--- src/rtl/sram_arbiter.sv ---
// Two-requester arbiter for the shared 1M x 16 SRAM: video-first with a CPU starvation guard,
// fixed-length strobed access driven by a wait counter, one-cycle completion pulse per access.
module sram_arbiter #(
    parameter int WAIT_CYCLES   = 2,
    parameter int MAX_VID_BURST = 4
) (
    input  logic        Clk,
    input  logic        Reset_N,
    input  logic        Cpu_Req,
    input  logic        Cpu_R_W,
    input  logic [15:0] Cpu_Addr,
    input  logic [15:0] Cpu_WData,
    output logic [15:0] Cpu_RData,
    output logic        Cpu_Ready,
    input  logic        Vid_Req,
    input  logic [19:0] Vid_Addr,
    output logic [15:0] Vid_RData,
    output logic        Vid_Valid,
    output logic        Mem_CE,
    output logic        Mem_OE,
    output logic        Mem_WE,
    output logic [19:0] Mem_Addr,
    output logic [15:0] Mem_WData,
    input  logic [15:0] Mem_RData
);

    localparam int CNT_W = (WAIT_CYCLES > 1) ? $clog2(WAIT_CYCLES) : 1;
    localparam int VC_W  = $clog2(MAX_VID_BURST + 1);
    localparam logic [CNT_W-1:0] WAIT_LOAD = CNT_W'(WAIT_CYCLES - 1);
    localparam logic [VC_W-1:0]  VID_MAX   = VC_W'(MAX_VID_BURST);

    typedef enum logic [1:0] {
        IDLE   = 2'd0,
        ACCESS = 2'd1,
        DONE   = 2'd2
    } state_e;

    state_e            state_q, state_d;
    logic [CNT_W-1:0]  wait_q, wait_d;
    logic [VC_W-1:0]   vid_cnt_q, vid_cnt_d;
    logic              owner_vid_q, owner_vid_d;
    logic              wr_q, wr_d;
    logic [19:0]       mem_addr_q, mem_addr_d;
    logic [15:0]       mem_wdata_q, mem_wdata_d;
    logic              mem_ce_q, mem_ce_d;
    logic              mem_oe_q, mem_oe_d;
    logic              mem_we_q, mem_we_d;
    logic [15:0]       cpu_rdata_q, cpu_rdata_d;
    logic [15:0]       vid_rdata_q, vid_rdata_d;
    logic              cpu_ready_q, cpu_ready_d;
    logic              vid_valid_q, vid_valid_d;

    logic cpu_grant;
    logic vid_grant;
    logic grant_wr;

    // CPU only overtakes a pending video request once the burst allowance is used up.
    assign cpu_grant = (state_q == IDLE) && Cpu_Req && (!Vid_Req || (vid_cnt_q == VID_MAX));
    assign vid_grant = (state_q == IDLE) && Vid_Req && !cpu_grant;
    assign grant_wr  = cpu_grant && Cpu_R_W;

    always_ff @(posedge Clk or negedge Reset_N) begin
        if (!Reset_N) begin
            state_q <= IDLE;
        end else begin
            state_q <= state_d;
        end
    end

    always_comb begin
        state_d = state_q;
        case (state_q)
            IDLE:    if (cpu_grant || vid_grant) state_d = ACCESS;
            ACCESS:  if (wait_q == '0) state_d = DONE;
            DONE:    state_d = IDLE;
            default: state_d = IDLE;
        endcase
    end

    always_comb begin
        wait_d      = wait_q;
        vid_cnt_d   = vid_cnt_q;
        owner_vid_d = owner_vid_q;
        wr_d        = wr_q;
        mem_addr_d  = mem_addr_q;
        mem_wdata_d = mem_wdata_q;
        cpu_rdata_d = cpu_rdata_q;
        vid_rdata_d = vid_rdata_q;
        mem_ce_d    = 1'b0;
        mem_oe_d    = 1'b0;
        mem_we_d    = 1'b0;
        cpu_ready_d = 1'b0;
        vid_valid_d = 1'b0;
        case (state_q)
            IDLE: begin
                if (cpu_grant || vid_grant) begin
                    owner_vid_d = vid_grant;
                    wr_d        = grant_wr;
                    mem_addr_d  = cpu_grant ? {4'b0000, Cpu_Addr} : Vid_Addr;
                    mem_wdata_d = Cpu_WData;
                    wait_d      = WAIT_LOAD;
                    mem_ce_d    = 1'b1;
                    mem_oe_d    = !grant_wr;
                    mem_we_d    = grant_wr;
                    if (cpu_grant) begin
                        vid_cnt_d = '0;
                    end else if (vid_cnt_q != VID_MAX) begin
                        vid_cnt_d = vid_cnt_q + 1'b1;
                    end
                end
            end
            ACCESS: begin
                if (wait_q == '0) begin
                    // Last strobe cycle: sample the SRAM and raise the owner's pulse.
                    if (!wr_q) begin
                        if (owner_vid_q) vid_rdata_d = Mem_RData;
                        else             cpu_rdata_d = Mem_RData;
                    end
                    cpu_ready_d = !owner_vid_q;
                    vid_valid_d = owner_vid_q;
                end else begin
                    wait_d   = wait_q - 1'b1;
                    mem_ce_d = 1'b1;
                    mem_oe_d = !wr_q;
                    mem_we_d = wr_q;
                end
            end
            default: ;
        endcase
    end

    always_ff @(posedge Clk or negedge Reset_N) begin
        if (!Reset_N) begin
            wait_q      <= '0;
            vid_cnt_q   <= '0;
            owner_vid_q <= 1'b0;
            wr_q        <= 1'b0;
            mem_addr_q  <= '0;
            mem_wdata_q <= '0;
            mem_ce_q    <= 1'b0;
            mem_oe_q    <= 1'b0;
            mem_we_q    <= 1'b0;
            cpu_rdata_q <= '0;
            vid_rdata_q <= '0;
            cpu_ready_q <= 1'b0;
            vid_valid_q <= 1'b0;
        end else begin
            wait_q      <= wait_d;
            vid_cnt_q   <= vid_cnt_d;
            owner_vid_q <= owner_vid_d;
            wr_q        <= wr_d;
            mem_addr_q  <= mem_addr_d;
            mem_wdata_q <= mem_wdata_d;
            mem_ce_q    <= mem_ce_d;
            mem_oe_q    <= mem_oe_d;
            mem_we_q    <= mem_we_d;
            cpu_rdata_q <= cpu_rdata_d;
            vid_rdata_q <= vid_rdata_d;
            cpu_ready_q <= cpu_ready_d;
            vid_valid_q <= vid_valid_d;
        end
    end

    assign Mem_CE    = mem_ce_q;
    assign Mem_OE    = mem_oe_q;
    assign Mem_WE    = mem_we_q;
    assign Mem_Addr  = mem_addr_q;
    assign Mem_WData = mem_wdata_q;
    assign Cpu_RData = cpu_rdata_q;
    assign Cpu_Ready = cpu_ready_q;
    assign Vid_RData = vid_rdata_q;
    assign Vid_Valid = vid_valid_q;

    a_no_oe_we: assert property (@(posedge Clk) disable iff (!Reset_N) !(Mem_OE && Mem_WE));
    a_ce_cover: assert property (@(posedge Clk) disable iff (!Reset_N) (Mem_OE || Mem_WE) |-> Mem_CE);
    a_one_pulse: assert property (@(posedge Clk) disable iff (!Reset_N) !(Cpu_Ready && Vid_Valid));

endmodule
--- config.mk ---
export PLATFORM = sky130hd
export DESIGN_NAME = sram_arbiter
export DESIGN_NICKNAME = d
export VERILOG_FILES = /design/src/rtl/sram_arbiter.sv
export SDC_FILE = /design/constraint.sdc
export NUM_CORES = 1
export LEC_CHECK = 0
export BUFFER_PORTS_ARGS = -buffer_cell sky130_fd_sc_hd__buf_2
export CAP_MARGIN = 20
export CORE_MARGIN = 1
export CORE_UTILIZATION = 30
export DETAILED_ROUTE_END_ITERATION = 6
export PLACE_DENSITY_LB_ADDON = 0.12
export SYNTH_ARGS = -nofsm -noshare
export SYNTH_HDL_FRONTEND = slang
export SYNTH_SLANG_ARGS = --single-unit
--- constraint.sdc ---
create_clock -name Clk -period 2.05 [get_ports Clk]
set_input_delay 0.1025 -clock Clk [delete_from_list [all_inputs] [get_ports Clk]]
set_output_delay 0.1025 -clock Clk [all_outputs]
set_load 0.005 [all_outputs]
# Yosys cells after proc, flatten, opt, wreduce, memory -nomap -nowiden
# Index checks and enable logic that the tools add are counted.
# word_totals
mem_bits_rw,0
rom_bits,0
latch_bits,0
out_inout_bits,73
input_bits,73
word_cells,67
memories,0
reg_bits,81
# classes
n_addsub,2
n_bitwise,3
n_mux,22
n_shift,0
multipliers,0
n_div,0
n_eq_ne,5
n_reduce_logical,21
order_cmp,0
# op_table
cell,n
two-way mux 20 bit,1
two-way mux 1 bit,12
one-hot mux 1 bit (2 select lines),4
AND reduction 4 bit,2
two-way mux 3 bit,2
AND reduction 2 bit,3
logical AND 1 bit,5
zero test 1 bit,5
two-way mux 2 bit,2
one-hot mux 2 bit (2 select lines),1
nonzero test 2 bit,2
"adder 3 x 1 -> 3 bit, second input constant",1
"equality test 3 bit, second input constant",1
"inequality test 3 bit, second input constant",1
inverter 1 bit,3
AND reduction 3 bit,1
"equality test 2 x 1 -> 1 bit, second input constant",1
zero test 2 bit,1
logical OR 1 bit,2
"inequality test 2 x 1 -> 1 bit, second input constant",1
"inequality test 2 bit, second input constant",1
"subtractor 1 bit, second input constant",1

# Logic depth before layout (Yosys ltp)
# Gate-level depths: netlist of the first run.
# logic_depth
ltp_word,8
depth_mapped,6
ltp_nobuf,5

# Worst setup path after synthesis of the first run
# Ideal clock, no wire load.
# synth_timing
path_type,register to register
startpoint,register state_q[1]
endpoint,"register cpu_rdata_q[10], in the netlist Cpu_RData[10]"
setup_ns,0.125
period_less_slack_ns,1.691
setup_slack_ns,0.359
stages_incl_launch_ff,5
n_path_buf,1
arrival_ns,1.566
required_ns,1.925
cell_sequence,dfrtp_1 -> or3b_4 -> nor3_4 -> buf_6 -> mux2_2
# synth_via
elab_chain_cells,2
# synth_rtl
item,line,source
from (decl),38,"state_e state_q, state_d;"
from (signal assigned),66,state_q <= state_d;
equality test 2 x 1 -> 1 bit,94,case (state_q)
AND reduction 4 bit (no line),-,
to (signal assigned),157,cpu_rdata_q <= cpu_rdata_d;
to (decl),48,"logic [15:0] cpu_rdata_q, cpu_rdata_d;"
# Every way passes these cells.
# A chain may end at the register's enable or synchronous reset.

# Worst setup path after layout of the first run
# layout_timing
startpoint,register vid_cnt_q[0]
endpoint,"register mem_addr_q[9], in the netlist Mem_Addr[9]"
# layout_via
elab_chain_cells,7
word_cells_on_any_way,8
classes_between,1 x eq/ne; 1 x mux; 6 x reduce/logical
# layout_rtl
item,line,source
from (decl),40,"logic [VC_W-1:0] vid_cnt_q, vid_cnt_d;"
from (signal assigned),149,vid_cnt_q <= vid_cnt_d;
equality test 3 bit (*),58,assign cpu_grant = (state_q == IDLE) && Cpu_Req && (!Vid_Req || (vid_cnt_q == VID_MAX));
logical OR 1 bit (*),58,
logical AND 1 bit (*),58,
zero test 1 bit,59,assign vid_grant = (state_q == IDLE) && Vid_Req && !cpu_grant;
logical AND 1 bit,59,
logical OR 1 bit,96,if (cpu_grant || vid_grant) begin
AND reduction 2 bit (no line),-,
to (signal assigned),152,mem_addr_q <= mem_addr_d;
to (decl),43,"logic [19:0] mem_addr_q, mem_addr_d;"
# Every way passes the cells marked *; elsewhere a longest branch is shown, timed or not.

==> results.cfg, run 1 <==
[status]
status = completed

[floorplan]
dieArea_mm2 = 0.0115
die_h_um = 107
io_pins = 146
die_x_um = 107
coreArea_mm2 = 0.0105
start_util_pct = 31.5
rows = 37

[critical_path]
cp_data_required_time_ps = 2290
worst_path_dominant_cell_family = compound AO/OA/AOI/OAI gates
reg2regPathDepth = 5
cp-start-kind = flop
worstSetupPathType = flop to flop
cp.arrival_ps = 2040
critical-path-slowest-cell = dfrtp_1
path_cells = inv_1 > ha_1 > a21bo_2 > and3_2 > a221o_1
ff2ff_setup_slack_ps = 240
path_max_fanout = 20
timing.rr.start = vid_cnt_q[0]
critPathCaptureType = flop
critPathMaxStageDelay_ps = 400
worst_r2r_endpoint = Mem_Addr[9]
path_buf_inv = 1

[timing]
setup_tns_ps = 0
rsz0062_at_grt = false
layout_min_cycle_time_ps = 1810
setup_viol = 0
max_freq_ghz = 0.553
worst_pin_slew_ps = 444
fin_ws_ps = 243
finClkSkew_ps = 7.69
max-slew-margin-rel_pct = 70.1
period_share_pct = 88.2
slew_violations = 0
hold_viol = 0

[global_route]
antenna_found_initial = 0
grt_pass1_vias = 2740
grt_pass1_wl_mm = 13.5
track_usage_pct = 15.3
overflow = 0
grt_max_degree = 37

[synthesis]
synth_edf_count = 0
synth-async-reset-ratio_pct = 100
synth.avg_cell_area_um2 = 14.7
ys_types = 35
synth_fp_nets = 300
synth.cell_area_mm2 = 0.00331
ys_seq_elements = 81
synthCells = 225
synth_seq_area_share_pct = 61.2
synth_warnings = 0
ys.flop_type = dfrtp_1

[worst_hold_path]
whs_path_depth = 3
hold_start = Vid_Addr[19]
holdPathEnd = Mem_Addr[19]
holdCritPathClass = primary input to flop

[placed_design]
dp_hpwl_mm = 5.51
port_buffers = 145
gp_congestion = 0.697
place_area_mm2 = 0.00423
pre_cts_ws_ps = 84.0

[clocking]
cts_tree = yes
cts_buffer_depth = 2
cts_sinks = 81
clock_latency_ps = 350
clk_pin_slew_ps = 90
cts_root_buffer = clkbuf_8
cts_buffers = 9
htreeDepth = 3

[detailed_routing]
drt-initial-drc-count = 78
ant_nets = 0
drc = 0
route.detailed.wl_per_inst_um = 14.1
drt_wl_total_mm = 8.27
vias = 2696
via_per_inst = 4.59
first_pass_iters = 4

[power]
p_leak_nw = 2.53
power.density_mw_per_mm2 = 1390
p_total_mw = 7.22
max-vdd-ir-drop_mv = 0.595

[layout]
drive_gt1_share_pct = 50.0
fillers = 918
post-route-util_pct = 49.2
fin_nets = 522
seq_area_mm2 = 0.00203
fin_area_mm2 = 0.00517
diodes = 0
multi_input_area_mm2 = 0.00120
area_growth_pct = 56.3

[flow_run]
drv_cap = 0
==> sequential cells by signal, indices dropped and copies added (netlist names), 2 cells and up <==
register	count
Mem_Addr	20
Vid_RData	16
Cpu_RData	16
state_q	2
vid_cnt_q	3
Mem_WData	16
==> worst min-delay path, stage by stage <==
cell and delay [ps]:
buf_2 100, nand3_1 70, o2bb2ai_1 70
==> cells in the final DEF, fill, tap and decap left out, drive strengths merged, types with 4 or more instances in the layout <==
cell type    instances
mux2                48
a221o               16
o21ai                7
dlygate4sd3         69
clkbuf              10
dfrtp               81
buf                154
nand3                4
nand2                5
a21boi              17
inv                  4
==> worst max-delay path by stage <==
stage                  from             to  slack (ps)  cells past startpoint
6_report       vid_cnt_q[0]    Mem_Addr[9]         240                      5
5_1_grt        vid_cnt_q[0]    Mem_Addr[5]         170                      5
4_1_cts        vid_cnt_q[0]   Mem_Addr[17]          80                      6
3_5_place_dp   vid_cnt_q[0]   Mem_Addr[18]          80                      6
3_3_place_gp   vid_cnt_q[0]   Mem_Addr[17]         110                      6
2_1_floorplan    state_q[1]  Cpu_RData[10]         360                      4
==> stage by stage <==
| stage | hold WS, ps | std cells |
|---|---|---|
| 5_1_grt | 3.24 | 588 |
| 6_report | 17.2 | 588 |
| 3_5_place_dp | 70.9 | 503 |
| 3_3_place_gp | 70.0 | 503 |
| 4_1_cts | 1.53 | 586 |
| 2_1_floorplan | -193 | 225 |
==> synthesized netlist by cell type (all sizes together), types with 3 or more instances <==
library cell | number | area [µm²]
nand2 | 5 | 18.8
a21boi | 17 | 128
nor2 | 3 | 11.3
inv | 3 | 11.3
o21ai | 7 | 35.0
clkbuf | 5 | 18.8
a21oi | 3 | 15.0
mux2 | 48 | 578
nand3 | 4 | 20.0
buf | 7 | 50.1
a221o | 16 | 160
dfrtp | 81 | 2030
==> layout make-up <==
class                   count  share of cell area [%]
flip-flops and latches     81                    39.2
repair buffers            223                    29.2
multi-input cells         128                    23.2
well taps                 136                    3.29
clock buffers              10                    2.66
clock inverters             6                    2.18
inverters                   4                   0.314
==> timing repair <==
action                                  CTS  global route
setup buffers                             0             0
endpoints found under the hold margin    94             4
endpoints found under the setup margin    0             3
hold buffers                             67             2
gates resized for setup                   0             1
==> cell families (layout without fill, tap and decap cells) <==
kind of cell	after synthesis	in the layout	synth area share, %
multiplexers	48	48	17.5
flip-flops	81	81	61.2
AO/OA/AOI/OAI	54	54	13.4
AND/OR/NAND/NOR	24	24	4.61
adder cells (fa/ha/maj)	2	2	0.756
buffers and inverters	16	243	2.57
==> per-layer routing <==
metal | GRT usage (%) | up-vias | part of all wire (%)
met5 | 0 | - | 0
met3 | 4.98 | 14 | 5.2
met1 | 18.7 | 1312 | 44
met4 | 5.58 | 0 | 2.0
li1 | - | 1273 | -
met2 | 25.2 | 97 | 49
==> power by group <==
group | switching, mW | internal (mW)
logic | 1.22 | 1.72
clock network | 0.588 | 0.847
registers | 0.436 | 2.40
total | 2.25 | 4.97
Note: power is estimated with default switching activity, not from simulation.
==> run 2, diff against run 1 <==
--- a/config.mk
+++ b/config.mk
@@ -5,11 +5,11 @@
 export SDC_FILE = /design/constraint.sdc
 export NUM_CORES = 1
 export LEC_CHECK = 0
-export BUFFER_PORTS_ARGS = -buffer_cell sky130_fd_sc_hd__buf_2
 export CAP_MARGIN = 20
 export CORE_MARGIN = 1
 export CORE_UTILIZATION = 30
 export DETAILED_ROUTE_END_ITERATION = 6
+export DONT_BUFFER_PORTS = 1
 export PLACE_DENSITY_LB_ADDON = 0.12
 export SYNTH_ARGS = -nofsm -noshare
 export SYNTH_HDL_FRONTEND = slang
==> constraint.sdc (replaced) <==
create_clock -name Clk -period 1.53 [get_ports Clk]
set_input_delay 0.0765 -clock Clk [delete_from_list [all_inputs] [get_ports Clk]]
set_output_delay 0.0765 -clock Clk [all_outputs]
set_load 0.005 [all_outputs]
==> run 2 against run 1 <==
Against the previous run:
- the run now ends with negative hold slack, negative setup slack left
- cell count decreased by 22%
- sequential power increased by 44%
- via count decreased by 18%
- critical path depth decreased by 1
- worst setup slack got worse by 320 ps
- register-to-register slack got worse by 320 ps
- worst hold slack got worse by 600 ps
- first-iteration DRC count decreased by 9.0%
- largest cell class unchanged
- highest routed layer unchanged
==> results.cfg, run 2 (same netlist as run 1, synthesis figures left out) <==
[timing]
hold_ws_ps = -584
setup_tns_ps = -1470
slew_violations = 0
worst_pin_slew_ps = 389
layout_min_cycle_time_ps = 1600
hold_viol = 81
fin_ws_ps = -74.1
period_share_pct = 105
rsz0062_at_grt = true
max_freq_ghz = 0.623
setup_viol = 32
finClkSkew_ps = 6.95
max-slew-margin-rel_pct = 74.0

[power]
max-vdd-ir-drop_mv = 0.817
p_clk_share_pct = 17.6
seq_power_share_pct = 45.7
p_total_mw = 8.92
swShare_pct = 32.7
power_switching_mw = 2.91
p_int_mw = 6.01
power.density_mw_per_mm2 = 1950
combPwrFrac_pct = 36.7
p_leak_nw = 2.00

[status]
status = finished, violations left
violations = negative hold slack, negative setup slack

[worst_hold_path]
holdCritPathClass = primary input to async pin

[clocking]
htreeDepth = 3
cts_root_buffer = clkbuf_8
cts_sinks = 81
cts_buffer_depth = 2
cts_tree = yes
clock_latency_ps = 350
cts_buffers = 9
clk_pin_slew_ps = 80

[layout]
area_growth_pct = 38.5
final_cell_mix = dfrtp_1 (81), dlygate4sd3_1 (71), mux2_2 (37)
fin_nets = 392
post-route-util_pct = 43.6
largest_reg_flops = 20
drive_gt1_share_pct = 30.1
diodes = 0
final_common_cell = dfrtp_1

[critical_path]
cp-start-kind = flop
critPathCaptureType = flop
reg2regPathDepth = 4
path_buf_inv = 1
worst_path_dominant_cell_family = simple AND/OR/NAND/NOR gates
path_cells = or3b_4 > nor3_4 > buf_12 > mux2_2
path_max_fanout = 16
ff2ff_setup_slack_ps = -70
critical-path-slowest-cell = or3b_4
cp_data_required_time_ps = 1760
cp.arrival_ps = 1840
worst_r2r_endpoint = Cpu_RData[9]
critPathMaxStageDelay_ps = 430
worstSetupPathType = flop to flop
timing.rr.start = state_q[1]

[floorplan]
start_util_pct = 31.5
die_h_um = 107
coreArea_mm2 = 0.0105
io_pins = 146
dieArea_mm2 = 0.0115
rows = 37
die_x_um = 107

[global_route]
grt_pass1_vias = 2535
track_usage_pct = 14.7
grt_pass1_wl_mm = 12.7
antenna_found_initial = 0
overflow = 0
grt_max_degree = 82

[detailed_routing]
drc = 0
route.detailed.wl_per_inst_um = 17.9
first_pass_iters = 4
ant_nets = 0
via_per_inst = 4.84
drt-initial-drc-count = 71
drt_wl_total_mm = 8.20
vias = 2215

[placed_design]
port_buffers = 0
dp_hpwl_mm = 4.88
gp_congestion = 0.692

[flow_run]
drv_cap = 0
## run 2: cell count changes in the layout (fill, tap and decap cells not counted), sizes merged
cell / delta
bufinv: -2
and3: +1
inv: -1
clkinvlp: +2
clkbuf: +2
buf: -134
dlygate4sd3: +2
## run 2: metrics by stage
stage / setup WS [ps] / std cells / cell area, µm²
floorplan: -161 / 225 / 3340
global placement: -44.9 / 366 / 3590
detailed placement: -78.4 / 366 / 3590
CTS: -86.6 / 453 / 4500
global route: -145 / 458 / 4590
finish: -74.1 / 458 / 4590
## run 2: worst max-delay path by stage
stage	startpoint	end	slack, ps	depth (start not counted)
floorplan	state_q[1]	Cpu_RData[10]	-160	4
global placement	state_q[1]	Cpu_RData[6]	-40	4
detailed placement	state_q[1]	Cpu_RData[10]	-80	4
CTS	state_q[1]	Cpu_RData[5]	-90	4
global route	state_q[1]	Cpu_RData[6]	-140	4
finish	state_q[1]	Cpu_RData[9]	-70	4
## run 2: what timing repair did
item	4_1_cts	5_1_grt
pin swaps	2	0
hold buffers	70	1
setup endpoints to repair	33	61
gates cloned	1	1
buffers inserted	0	3
gates resized for setup	2	7
endpoints found under the hold margin	154	83
## run 2: cell type report
cell class / count / area, µm²
clock buffer: 11 / 141
clock inverter: 5 / 55.1
fill: 965 / 5920
inverter: 4 / 16.3
multi-input combinational: 129 / 1240
sequential: 81 / 2030
tap: 136 / 170
timing repair buffer: 92 / 931
## run 2: power groups by stage
stage	clock, mW	sequential, mW	combinational (mW)
finish	1.57	4.08	3.28
floorplan	0	3.88	2.21
CTS	1.65	4.10	3.09
global route	1.74	4.23	3.58
detailed placement	0	4.13	2.90
global placement	0	4.15	2.82
## run 2: metal layers
layer | GRT usage (%) | wire (µm) | up-vias
li1 | - | - | 1010
met1 | 17.4 | 3450 | 1102
met2 | 24.6 | 4080 | 93
met3 | 4.80 | 499 | 10
met4 | 5.87 | 161 | 0
met5 | 0 | 0 | -
